### config.mk
export PLATFORM = sky130hd
export DESIGN_NAME = cpu_controller
export DESIGN_NICKNAME = d
export VERILOG_FILES = /design/src/rtl/typedefs.sv /design/src/rtl/ctrl_decode.sv /design/src/rtl/cpu_controller.sv
export SDC_FILE = /design/constraint.sdc
export NUM_CORES = 1
export LEC_CHECK = 0
export ABC_CLOCK_PERIOD_IN_PS = 1400
export CELL_PAD_IN_SITES_DETAIL_PLACEMENT = 1
export CELL_PAD_IN_SITES_GLOBAL_PLACEMENT = 1
export CORE_MARGIN = 8
export CORE_UTILIZATION = 23
export DETAILED_ROUTE_END_ITERATION = 8
export GPL_ROUTABILITY_DRIVEN = 0
export PLACE_DENSITY_LB_ADDON = 0.2
export SLEW_MARGIN = 20
export SYNTH_ARGS = -nofsm -noshare
export SYNTH_HDL_FRONTEND = slang
export SYNTH_SLANG_ARGS = --single-unit
export TNS_END_PERCENT = 50
### constraint.sdc
create_clock -name clk -period 1.4 [get_ports clk]
set_clock_uncertainty 0.2 [all_clocks]
set_input_delay 0.28 -clock clk [delete_from_list [all_inputs] [get_ports clk]]
set_output_delay 0.28 -clock clk [all_outputs]
set_load 0.02 [all_outputs]
### src/rtl/typedefs.sv
// Shared CPU types: opcode and sequencer phase encodings plus datapath sizes.
package typedefs;

    localparam int BIT_SIZE = 8;
    localparam int BC_SIZE  = 3;

    typedef enum logic [BC_SIZE-1:0] {
        HLT = 3'd0,
        SKZ = 3'd1,
        ADD = 3'd2,
        AND = 3'd3,
        XOR = 3'd4,
        LDA = 3'd5,
        STO = 3'd6,
        JMP = 3'd7
    } opcode_t;

    typedef enum logic [BC_SIZE-1:0] {
        INST_ADDR  = 3'd0,
        INST_FETCH = 3'd1,
        INST_LOAD  = 3'd2,
        IDLE       = 3'd3,
        OP_ADDR    = 3'd4,
        OP_FETCH   = 3'd5,
        ALU_OP     = 3'd6,
        STORE      = 3'd7
    } state_t;

    // Opcodes that read an operand from memory and write the accumulator.
    function automatic logic is_aluop(opcode_t op);
        return (op == ADD) || (op == AND) || (op == XOR) || (op == LDA);
    endfunction

endpackage

### src/rtl/ctrl_decode.sv
// Combinational strobe decoder: (phase, opcode, zero, halted) -> control strobes.
module ctrl_decode
    import typedefs::*;
(
    input  state_t  phase_i,
    input  opcode_t opcode_i,
    input  logic    zero_i,
    input  logic    halted_i,
    output logic    mem_rd_o,
    output logic    mem_wr_o,
    output logic    load_ir_o,
    output logic    load_ac_o,
    output logic    load_pc_o,
    output logic    inc_pc_o,
    output logic    halt_o
);

    logic aluop;

    // Decode strobes per phase; a halted CPU drives no strobes at all.
    always_comb begin
        mem_rd_o  = 1'b0;
        mem_wr_o  = 1'b0;
        load_ir_o = 1'b0;
        load_ac_o = 1'b0;
        load_pc_o = 1'b0;
        inc_pc_o  = 1'b0;
        aluop     = is_aluop(opcode_i);
        halt_o    = halted_i || ((phase_i == OP_ADDR) && (opcode_i == HLT));
        if (!halted_i) begin
            unique case (phase_i)
                INST_ADDR: ;
                INST_FETCH: mem_rd_o = 1'b1;
                INST_LOAD, IDLE: begin
                    mem_rd_o  = 1'b1;
                    load_ir_o = 1'b1;
                end
                OP_ADDR: inc_pc_o = 1'b1;
                OP_FETCH: mem_rd_o = aluop;
                ALU_OP: begin
                    mem_rd_o  = aluop;
                    load_ac_o = aluop;
                    inc_pc_o  = (opcode_i == SKZ) && zero_i;
                    load_pc_o = (opcode_i == JMP);
                end
                STORE: begin
                    mem_rd_o  = aluop;
                    load_ac_o = aluop;
                    inc_pc_o  = (opcode_i == JMP);
                    load_pc_o = (opcode_i == JMP);
                    mem_wr_o  = (opcode_i == STO);
                end
                default: ;
            endcase
        end
    end

endmodule

### src/rtl/cpu_controller.sv
// Eight-phase instruction sequencer with halt latch and strobe decoder.
// Optional macro CTRL_STEP_EN adds the `step` port: each instruction waits in
// INST_ADDR until a step pulse is sampled there.
module cpu_controller
    import typedefs::*;
(
    input  logic    clk,
    input  logic    rst,
    input  opcode_t opcode,
    input  logic    zero,
`ifdef CTRL_STEP_EN
    input  logic    step,
`endif
    output logic    mem_rd,
    output logic    mem_wr,
    output logic    load_ir,
    output logic    load_ac,
    output logic    load_pc,
    output logic    inc_pc,
    output logic    halt,
    output state_t  phase
);

    state_t phase_q, phase_d;
    logic   halted_q, halted_d;
    logic   advance;

    // Next phase: hold while halted (parked in OP_FETCH), optionally gate in INST_ADDR.
    always_comb begin
`ifdef CTRL_STEP_EN
        advance = (phase_q != INST_ADDR) || step;
`else
        advance = 1'b1;
`endif
        halted_d = halted_q || ((phase_q == OP_ADDR) && (opcode == HLT));
        phase_d  = phase_q;
        if (!halted_q && advance) begin
            unique case (phase_q)
                INST_ADDR:  phase_d = INST_FETCH;
                INST_FETCH: phase_d = INST_LOAD;
                INST_LOAD:  phase_d = IDLE;
                IDLE:       phase_d = OP_ADDR;
                OP_ADDR:    phase_d = OP_FETCH;
                OP_FETCH:   phase_d = ALU_OP;
                ALU_OP:     phase_d = STORE;
                STORE:      phase_d = INST_ADDR;
                default:    phase_d = INST_ADDR;
            endcase
        end
    end

    // Phase and halt registers; reset overrides everything.
    always_ff @(posedge clk) begin
        if (rst) begin
            phase_q  <= INST_ADDR;
            halted_q <= 1'b0;
        end else begin
            phase_q  <= phase_d;
            halted_q <= halted_d;
        end
    end

    assign phase = phase_q;

    ctrl_decode u_decode (
        .phase_i   (phase_q),
        .opcode_i  (opcode),
        .zero_i    (zero),
        .halted_i  (halted_q),
        .mem_rd_o  (mem_rd),
        .mem_wr_o  (mem_wr),
        .load_ir_o (load_ir),
        .load_ac_o (load_ac),
        .load_pc_o (load_pc),
        .inc_pc_o  (inc_pc),
        .halt_o    (halt)
    );

endmodule
==> impl_metrics.csv <==
group,metric,value,unit
setup_path,start_kind,"flip-flop",
status,violations,"negative setup slack",
pwr,p_per_area,936,mW/mm²
sta,slew_headroom,0.834,
route,num_vias,373,
synth,yosys_register_bits,4,
die,core_area,0.00130,mm²
setup_path,cp_slowest_cell,"dfxtp_4",
die,row_count,13,
cells_and_area,area_growth,124,%
job,drv_cap,0,
pwr,total_power,0.675,mW
setup_path,r2r-start,"phase[1]",
die,die_h,53.4,µm
global_routing,grt_pass1_vias,442,
synth,yosys_warnings,0,
sta,finalCritPeriodShare,1.22,
global_routing,track_usage,0.0944,
clocking,tritoncts,"done",
setup_path,critPathMaxFanout,5,
sta,hold_violations,0,
route,wl,1100,µm
cells_and_area,fin_area,721,µm²
cells_and_area,instances_no_fill,79,
sta,tightestPinTransition,250,ps
die,initial_core_util,0.247,
global_routing,grt_max_degree,8,
die,die-area,0.00285,mm²
pwr,max-vdd-ir-drop,618,µV
clocking,clk_pin_slew,40,ps
pwr,p_clk_frac,0.228,
route,drtIter0Drc,4,
synth,synthArstFlopShare,0,
cells_and_area,multi_input_area,360,µm²
place,port_buffers,15,
clocking,cts.path.max_buffers,2,
min_path,min_path_type,"flip-flop to flip-flop",
setup_path,r2r-end,"phase[2]",
die,io_pins,16,
clocking,htreeDepth,1,
synth,synth_seq_area_share,0.249,
clocking,cts_num_sinks,4,
pwr,p_switching,0.261,mW
synth,synth.cell_area,322,µm²
sta,fin_ws,-315,ps
pwr,p_sw_frac,0.388,
synth,synth.avg_cell_area,8.46,µm²
cells_and_area,nets,75,
clocking,numCtsBuffers,3,
route,drt_first_pass_iters,2,
setup_path,crit_type,"flip-flop to primary output",
synth,synthFlopType,"dfxtp_1",
place,place_ws,-958,ps
synth,synth_cell_types,21,
route,drc,0,
synth,synth-edff-count,0,
pwr,combPwrFrac,0.530,
cells_and_area,seq_area,91.3,µm²
cells_and_area,final_core_util,0.554,
cells_and_area,diodes,0,
route,ant_nets,0,
sta,setup_tns,-1940,ps
sta,whs,446,ps
sta,max_clock_freq,583,MHz
place,placed_cell_area,662,µm²
sta,rsz0062_at_grt,"true",
place,placed_cells,75,
global_routing,grt_remaining_overflow,0,
setup_path,endpoint,"inc_pc",
place,dp.final_hpwl,975,µm
setup_path,max_stage_delay,390,ps
setup_path,r2r_cells,4,
clocking,clk_latency,230,ps
pwr,p_leak,0.304,nW
setup_path,rrSetupSlack,100,ps
setup_path,worst_ep_arrival_time,1230,ps
cells_and_area,num-fill-cells,143,
sta,final_max_slew_viol_count,0,
die,die_w,53.4,µm
setup_path,startpoint,"phase[1]",
synth,syn-num-nets,48,
status,status,"finished, violations left",
sta,setup_violations,7,
sta,min_period,1710,ps
global_routing,antenna_found_initial,0,
pwr,p_int,0.413,mW
clocking,cts_root_buffer,"clkbuf_4",
setup_path,required,920,ps
route,wl_per_cell,13.9,µm
setup_path,cp-end-kind,"primary output",
cells_and_area,drive_above_1_share,0.688,
setup_path,crit_chain,"ha_4 > a41oi_2 > a21oi_2 > buf_6",
synth,netlist_instances,38,
global_routing,grt_pass1_wl,2040,µm
route,viasPerCell,4.72,
pwr,seqPwrFrac,0.242,
synthesized netlist by cell type (2+ instances only):
cell type	instances	area share
dfxtp_1	4	0.25
nand3_1	2	0.031
xnor2_1	2	0.054
ha_1	4	0.16
inv_1	3	0.035
nor2_1	4	0.047
nor3_1	5	0.078
area by class of cell:
| cell class | instances | share of cell area |
|---|---|---|
| flip-flops and latches | 4 | 0.127 |
| multi-input cells | 30 | 0.500 |
| repair buffers | 23 | 0.288 |
| inverters | 3 | 0.0226 |
| well taps | 15 | 0.0260 |
| clock buffers | 4 | 0.0365 |
repair_timing:
action / in CTS / in global routing
resized for setup: 63 / 5
setup endpoints to repair: 11 / 10
hold buffers: 0 / 0
pin swaps: 6 / 1
buffers inserted: 0 / 0
endpoints found under the hold margin: 0 / 0
critical path: cells and delay by family (launching register included):
| family | cells | cell delay [ps] |
|---|---|---|
| adder cells (fa/ha/maj) | 1 | 200 |
| AO/OA/AOI/OAI | 2 | 280 |
| buffers and inverters | 1 | 130 |
| flip-flops | 1 | 390 |
worst min-delay path by stage:
stage	to	cells past startpoint	start	slack (ps)
global route	phase[0]	3	halted_q	490
detailed placement	phase[0]	3	halted_q	450
floorplan	phase[0]	1	rst	140
global placement	phase[0]	3	halted_q	430
CTS	phase[0]	3	halted_q	450
finish	phase[0]	3	halted_q	450
state kept, by name, summed over array words and instances (netlist names):
name / flops
halted_q: 1
phase: 3
placed cells by master, fill, tap and decap left out, types with 2 or more instances in the layout:
master,n
buf_4,10
buf_6,7
nor3_4,4
nor2_1,3
ha_4,3
clkbuf_4,3
dfxtp_4,3
inv_4,2
dlygate4sd2_1,2
clkdlybuf4s50_1,2
logic make-up (layout without fill, tap and decap cells):
group                      count (synthesis)  in the layout  share of synthesized area
and+or+nand+nor                           17             17                      0.296
AOI/OAI and AO/OA                          6              6                      0.144
adders and majority gates                  4              4                      0.156
DFF                                        4              4                      0.249
buffers and inverters                      4             30                     0.0700
xor gates and xnor gates                   2              2                     0.0545
muxes                                      1              1                     0.0311
power groups by stage:
| stage | Clock (mW) | Combinational (mW) | Sequential, mW |
|---|---|---|---|
| after global placement | 0 | 0.342 | 0.163 |
| after CTS | 0.159 | 0.357 | 0.164 |
| after floorplan | 0 | 0.183 | 0.184 |
| after detailed placement | 0 | 0.355 | 0.164 |
| final | 0.154 | 0.358 | 0.163 |
| after global routing | 0.172 | 0.392 | 0.167 |
per-layer routing:
layer / track usage / wire [µm]
met1: 0.0913 / 420
met2: 0.164 / 535
met3: 0.0504 / 139
met4: 0.0378 / 0
met5: 0 / 0
Note: power is estimated with default switching activity, not from simulation.
